--- src/rtl/syn_fifo_fwft.sv ---
// Single-clock FIFO with optional first-word-fall-through read, programmable
// almost-full/almost-empty thresholds, occupancy count, sticky error flags and flush.
module syn_fifo_fwft #(
    parameter int FIFO_ENTRIES  = 16,
    parameter int DATA_WIDTH    = 8,
    parameter int FWFT          = 0,
    parameter int AFULL_THRESH  = 14,
    parameter int AEMPTY_THRESH = 2,
    localparam int IW = $clog2(FIFO_ENTRIES),
    localparam int CW = $clog2(FIFO_ENTRIES + 1)
) (
    input  logic                  sys_clk,
    input  logic                  sys_rst,
    input  logic                  flush,
    input  logic                  wr_en,
    input  logic [DATA_WIDTH-1:0] wr_data,
    output logic [IW-1:0]         wr_index,
    input  logic                  rd_en,
    output logic [DATA_WIDTH-1:0] rd_data,
    output logic                  rd_valid,
    output logic [IW-1:0]         rd_index,
    output logic                  full,
    output logic                  empty,
    output logic                  almost_full,
    output logic                  almost_empty,
    output logic [CW-1:0]         count,
    output logic                  overflow,
    output logic                  underflow
);

    localparam logic [IW-1:0] LAST_IDX  = IW'(FIFO_ENTRIES - 1);
    localparam logic [CW-1:0] DEPTH_CNT = CW'(FIFO_ENTRIES);
    localparam logic [CW-1:0] AF_CNT    = CW'(AFULL_THRESH);
    localparam logic [CW-1:0] AE_CNT    = CW'(AEMPTY_THRESH);

    logic [DATA_WIDTH-1:0] mem [FIFO_ENTRIES];
    logic [IW-1:0]         wr_ptr;
    logic [IW-1:0]         rd_ptr;
    logic [CW-1:0]         occ;
    logic                  wr_acc;
    logic                  rd_acc;

    // Pointers wrap explicitly so depth need not be a power of two.
    function automatic logic [IW-1:0] ptr_inc(input logic [IW-1:0] p);
        return (p == LAST_IDX) ? '0 : p + IW'(1);
    endfunction

    assign full         = (occ == DEPTH_CNT);
    assign empty        = (occ == '0);
    assign almost_full  = (occ >= AF_CNT);
    assign almost_empty = (occ <= AE_CNT);
    assign count        = occ;
    assign wr_index     = wr_ptr;
    assign rd_index     = rd_ptr;

    // Acceptance uses the registered count only: a write while full is refused
    // even when a read is accepted in the same cycle.
    assign wr_acc = wr_en & ~full & ~flush;
    assign rd_acc = rd_en & ~empty & ~flush;

    always_ff @(posedge sys_clk or posedge sys_rst) begin
        if (sys_rst) begin
            wr_ptr    <= '0;
            rd_ptr    <= '0;
            occ       <= '0;
            overflow  <= 1'b0;
            underflow <= 1'b0;
        end else if (flush) begin
            wr_ptr    <= '0;
            rd_ptr    <= '0;
            occ       <= '0;
            overflow  <= 1'b0;
            underflow <= 1'b0;
        end else begin
            if (wr_acc) begin
                wr_ptr <= ptr_inc(wr_ptr);
            end
            if (rd_acc) begin
                rd_ptr <= ptr_inc(rd_ptr);
            end
            case ({wr_acc, rd_acc})
                2'b10:   occ <= occ + CW'(1);
                2'b01:   occ <= occ - CW'(1);
                default: occ <= occ;
            endcase
            if (wr_en && full) begin
                overflow <= 1'b1;
            end
            if (rd_en && empty) begin
                underflow <= 1'b1;
            end
        end
    end

    always_ff @(posedge sys_clk) begin
        if (wr_acc) begin
            mem[wr_ptr] <= wr_data;
        end
    end

    generate
        if (FWFT != 0) begin : g_fwft
            assign rd_data  = mem[rd_ptr];
            assign rd_valid = ~empty;
        end else begin : g_std
            // Registered read: rd_data keeps the last popped word when idle.
            always_ff @(posedge sys_clk or posedge sys_rst) begin
                if (sys_rst) begin
                    rd_data  <= '0;
                    rd_valid <= 1'b0;
                end else if (rd_acc) begin
                    rd_data  <= mem[rd_ptr];
                    rd_valid <= 1'b1;
                end else begin
                    rd_valid <= 1'b0;
                end
            end
        end
    endgenerate

endmodule

--- config.mk ---
export PLATFORM = sky130hd
export DESIGN_NAME = syn_fifo_fwft
export DESIGN_NICKNAME = d
export VERILOG_FILES = /design/src/rtl/syn_fifo_fwft.sv
export SDC_FILE = /design/constraint.sdc
export NUM_CORES = 1
export LEC_CHECK = 0
export ABC_AREA = 1
export BUFFER_PORTS_ARGS = -buffer_cell sky130_fd_sc_hd__buf_2
export CORE_MARGIN = 1
export CORE_UTILIZATION = 40
export CTS_CLUSTER_SIZE = 12
export DETAILED_ROUTE_END_ITERATION = 10
export PLACE_DENSITY = 0.71
export SLEW_MARGIN = 20
export SYNTH_ARGS = -nofsm -noshare
export SYNTH_HDL_FRONTEND = slang
export SYNTH_SLANG_ARGS = --single-unit
--- constraint.sdc ---
create_clock -name sys_clk -period 1.8 [get_ports sys_clk]
set_input_delay 0.18 -clock sys_clk [delete_from_list [all_inputs] [get_ports sys_clk]]
set_output_delay 0.18 -clock sys_clk [all_outputs]
set_load 0.005 [all_outputs]
==> parameters.txt <==
Parameter                              Value

Outcome
  Outcome    finished, violations left
  Failing checks    negative setup slack

Critical path
  Data required, critical path    1.87 ns
  Crit path cell chain    nor2_4 -> nand3_2 -> nand3_1 -> inv_1 -> nand2_1 -> nor2_2
  Slowest Stage Delay on Critical Path    0.43 ns
  Critical path class    flop to flop
  Family with the most delay on the worst path    simple AND/OR/NAND/NOR gates
  Critical path data arrival time    1.89 ns
  CP Capture Type    flop
  Critical path buffer and inverter count    1
  Launching element type of the critical path    flop
  Slowest library cell on the worst path    sky130_fd_sc_hd__nor2_2
  Max FO, Critical Path    8

Placement
  Total placed cells including tap cells    781
  GPL Wtd Cong    0.874
  Post-place setup slack    -0.145 ns
  Hpwl dp    10,000 µm
  Count of buffers inserted at the top-level ports    40

Yosys
  Cell types with the highest counts after synthesis    128 x sky130_fd_sc_hd__edfxtp_1, 101 x sky130_fd_sc_hd__nor2_1, 68 x sky130_fd_sc_hd__o21ai_0, 43 x sky130_fd_sc_hd__nand2_1, 32 x sky130_fd_sc_hd__o211ai_1
  Number of unique standard cell types used by synthesis    29
  Yosys top cell area share    0.601
  Number of cells produced by synthesis    525
  Share of synthesized flip-flops with an asynchronous set or reset    0.158
  Ranking of synthesized cells by area    sky130_fd_sc_hd__edfxtp_1 60%, sky130_fd_sc_hd__dfrtp_1 9.4%, sky130_fd_sc_hd__nor2_1 5.9%
  Cell area after technology mapping    6400 µm²
  Post-Syn Nets    545
  Avg Synthesized Cell Area    12.2 µm²
  Predominant post-synthesis flop cell    sky130_fd_sc_hd__edfxtp_1
  Most common cell in the synthesized netlist    sky130_fd_sc_hd__edfxtp_1
  Synthesized flop and latch total    152
  Post-synthesis sequential area ratio    0.695
  Number of warnings issued by yosys    0
  Number of synthesized flops with an enable pin    128
  Biggest area consumer among synthesized cells    sky130_fd_sc_hd__edfxtp_1

Global routing
  First-pass GRT wire length    23,500 µm
  Global-route met1 utilization    0.239
  GRT Max-Usage Layer    met2
  Via count of the first global-routing pass    4,396
  Met2 track demand over resource    0.335
  Number of antenna violations at the first check in global routing    0
  Combined global-route utilization of all metal layers    0.194
  Met3 Track Usage GR    0.0403
  Maximum number of pins on one net before global-route repair    44
  Sum of overflow across all layers after global routing    0

Route
  Wirelength per Cell    18.5 µm
  1st-pass router iterations    5
  Drt via density    5.38
  Violation count after the first detailed-routing iteration    489
  Overall routed net length    15,200 µm
  Antenna-violating nets left    0
  Number of vias after detailed routing    4,408
  DRC    0

Power
  Power Dens Cells    1420 nW/µm²
  Net Switching    0.00327 W
  Internal Power    0.00792 W
  Relative contribution of the clock network to total power    0.366
  Leakage power figure    2.90 nW
  Worst ir drop on vdd    0.721 mV
  Switching share of power    0.292
  Combinational share of power    0.260
  Sequential share of power    0.374

Timing
  Worst hold slack    0.0584 ns
  Post-route minimum period    1.82 ns
  Actual slew at the worst max-slew pin    0.478 ns
  Clk_skew    0.00834 ns
  Final Setup Violations    9
  Worst-case setup margin in the final layout    -0.0215 ns
  Final critical-path share of the clock period    1.01
  Maximum clock frequency    549 MHz
  Max-slew violation count    0
  Slew margin rel.    0.681
  Number of hold violations in the final report    0
  RSZ-0062 raised after global routing    true

Clock tree
  Maximum count of clock buffers along a single path    2
  H-tree lvl count    4
  Clock network latency to the later pin of the worst-skew pair    0.42 ns
  Inserted Clock Buffers    17
  Clock edge transition at the registers on the reported setup and hold paths    0.06 ns
  Root Buffer    sky130_fd_sc_hd__clkbuf_16
  Clk sink count    152
  CTS tree    built

Die
  Die Y    128 µm
  Io pins    41
  Horizontal die dimension    128 µm
  Core area    15,400 µm²
  Effective utilization at floorplan    0.415
  Overall die area    16,500 µm²
  Count of standard-cell rows    45

Cells and area
  Layout Nets    615
  Filler-free cell count of the finished design    819
  Fraction of final layout cells with drive strength greater than 1    0.243
  Synth-to-Final Area Change    23.2%
  Share of the core filled with cells    0.511
  Antenna Diode Count    0

Hold path
  Hold Path Class    input port to flop

Run
  Number of max-capacitance violations reported    0
## through the flow
stage	TNS [ns]	total power (W)	area, µm²
after global routing	-2.94	0.0117	7880
after CTS	-1.18	0.0111	7760
after detailed placement	-7.44	0.00692	7020
final	-0.166	0.0112	7880
after global placement	-0.346	0.00684	7020
after floorplan	0	0.00585	6400
## logic make-up (layout without fill, tap and decap cells)
kind of cell | count (synthesis) | count (layout) | synth area share
AOI/OAI and AO/OA | 124 | 124 | 0.114
xor gates and xnor gates | 4 | 4 | 0.00548
adders and majority gates | 7 | 7 | 0.0137
buffers and inverters | 49 | 132 | 0.0317
DFF | 152 | 152 | 0.695
muxes | 8 | 8 | 0.0125
and+or+nand+nor | 181 | 181 | 0.128
## routing by layer
metal  vias to the layer above  wire length (µm)  share of wire
met5                         -                 0              0
met4                         0               272          0.018
met3                        25               780          0.051
met2                       143              7890           0.52
met1                      2207              6210           0.41
li1                       2033                 -              -
## final cells by class
cell class	count	area [µm²]
fillers	1308	7540
flip-flops and latches	152	4450
multi-input cells	324	1870
repair buffers	77	533
clock buffers	18	429
well taps	211	264
clock inverters	14	253
inverters	23	88.8
## final timing paths
kind / start / end / slack [ns] / cells past startpoint
worst max register to register: count[2]$_DFFE_PP0P_ / mem[12][7]$_DFFE_PP_ / -0.02 / 6
worst min-delay path: wr_en / overflow$_DFFE_PP0P_ / 0.06 / 3
min in group asynchronous: sys_rst / rd_data[1]$_DFFE_PP0P_ / 0.35 / 4
max in group asynchronous: sys_rst / rd_index[0]$_DFFE_PP0P_ / 1.18 / 4
worst min register to register: rd_data[3]$_DFFE_PP0P_ / rd_data[3]$_DFFE_PP0P_ / 0.48 / 1
worst max-delay path: count[2]$_DFFE_PP0P_ / mem[12][7]$_DFFE_PP_ / -0.02 / 6
## what timing repair did
action / 4_1_cts / 5_1_grt
setup endpoints to repair: 106 / 83
resized for setup: 12 / 28
hold endpoints to repair: 24 / 0
pin swaps: 3 / 13
setup buffers: 1 / 4
gates cloned: 0 / 0
hold buffers: 1 / 0
## tightest hold or removal path, stage by stage
cell,delay [ns]
sky130_fd_sc_hd__buf_2,0.11
sky130_fd_sc_hd__a21oi_1,0.06
sky130_fd_sc_hd__nor2_1,0.09
## registers in the layout, indices dropped and copies added (netlist names)
register / cells
count: 5
mem: 128
overflow: 1
rd_data: 8
rd_index: 4
rd_valid: 1
underflow: 1
wr_index: 4
## cells in the final DEF (no fill, tap or decap), types with 2 or more instances in the layout
cell type                    instances
sky130_fd_sc_hd__nor2_8              2
sky130_fd_sc_hd__nand3_2             2
sky130_fd_sc_hd__buf_4              29
sky130_fd_sc_hd__clkbuf_16          17
sky130_fd_sc_hd__ha_1                5
sky130_fd_sc_hd__buf_2              40
sky130_fd_sc_hd__o211ai_1           32
sky130_fd_sc_hd__nor2_1             88
sky130_fd_sc_hd__nand3_1            22
sky130_fd_sc_hd__o21ai_0            65
sky130_fd_sc_hd__buf_6               4
sky130_fd_sc_hd__o21a_1              4
sky130_fd_sc_hd__nor2_2              4
sky130_fd_sc_hd__bufinv_16           7
sky130_fd_sc_hd__clkinv_1            2
sky130_fd_sc_hd__edfxtp_1          128
sky130_fd_sc_hd__o21ai_1             3
sky130_fd_sc_hd__inv_1              16
sky130_fd_sc_hd__a21oi_1             5
sky130_fd_sc_hd__clkinv_2            3
sky130_fd_sc_hd__nand2_1            42
sky130_fd_sc_hd__nand2_4             2
sky130_fd_sc_hd__o22ai_1            11
sky130_fd_sc_hd__nand3_4             2
sky130_fd_sc_hd__mux2i_1             8
sky130_fd_sc_hd__nand2_2             6
sky130_fd_sc_hd__clkinvlp_4          2
sky130_fd_sc_hd__inv_2               5
sky130_fd_sc_hd__buf_12              3
sky130_fd_sc_hd__dfrtp_2             2
sky130_fd_sc_hd__dfrtp_1            22
sky130_fd_sc_hd__xor2_1              3
sky130_fd_sc_hd__nor2_4             11
## power by group through the flow
stage	Combinational (W)	Clock (W)	Sequential, W
floorplan	0.00159	0	0.00427
detailed placement	0.00267	0	0.00425
global placement	0.00260	0	0.00424
global route	0.00317	0.00428	0.00421
CTS	0.00275	0.00412	0.00418
finish	0.00291	0.00410	0.00418
Power figures use the tool's default switching activity.
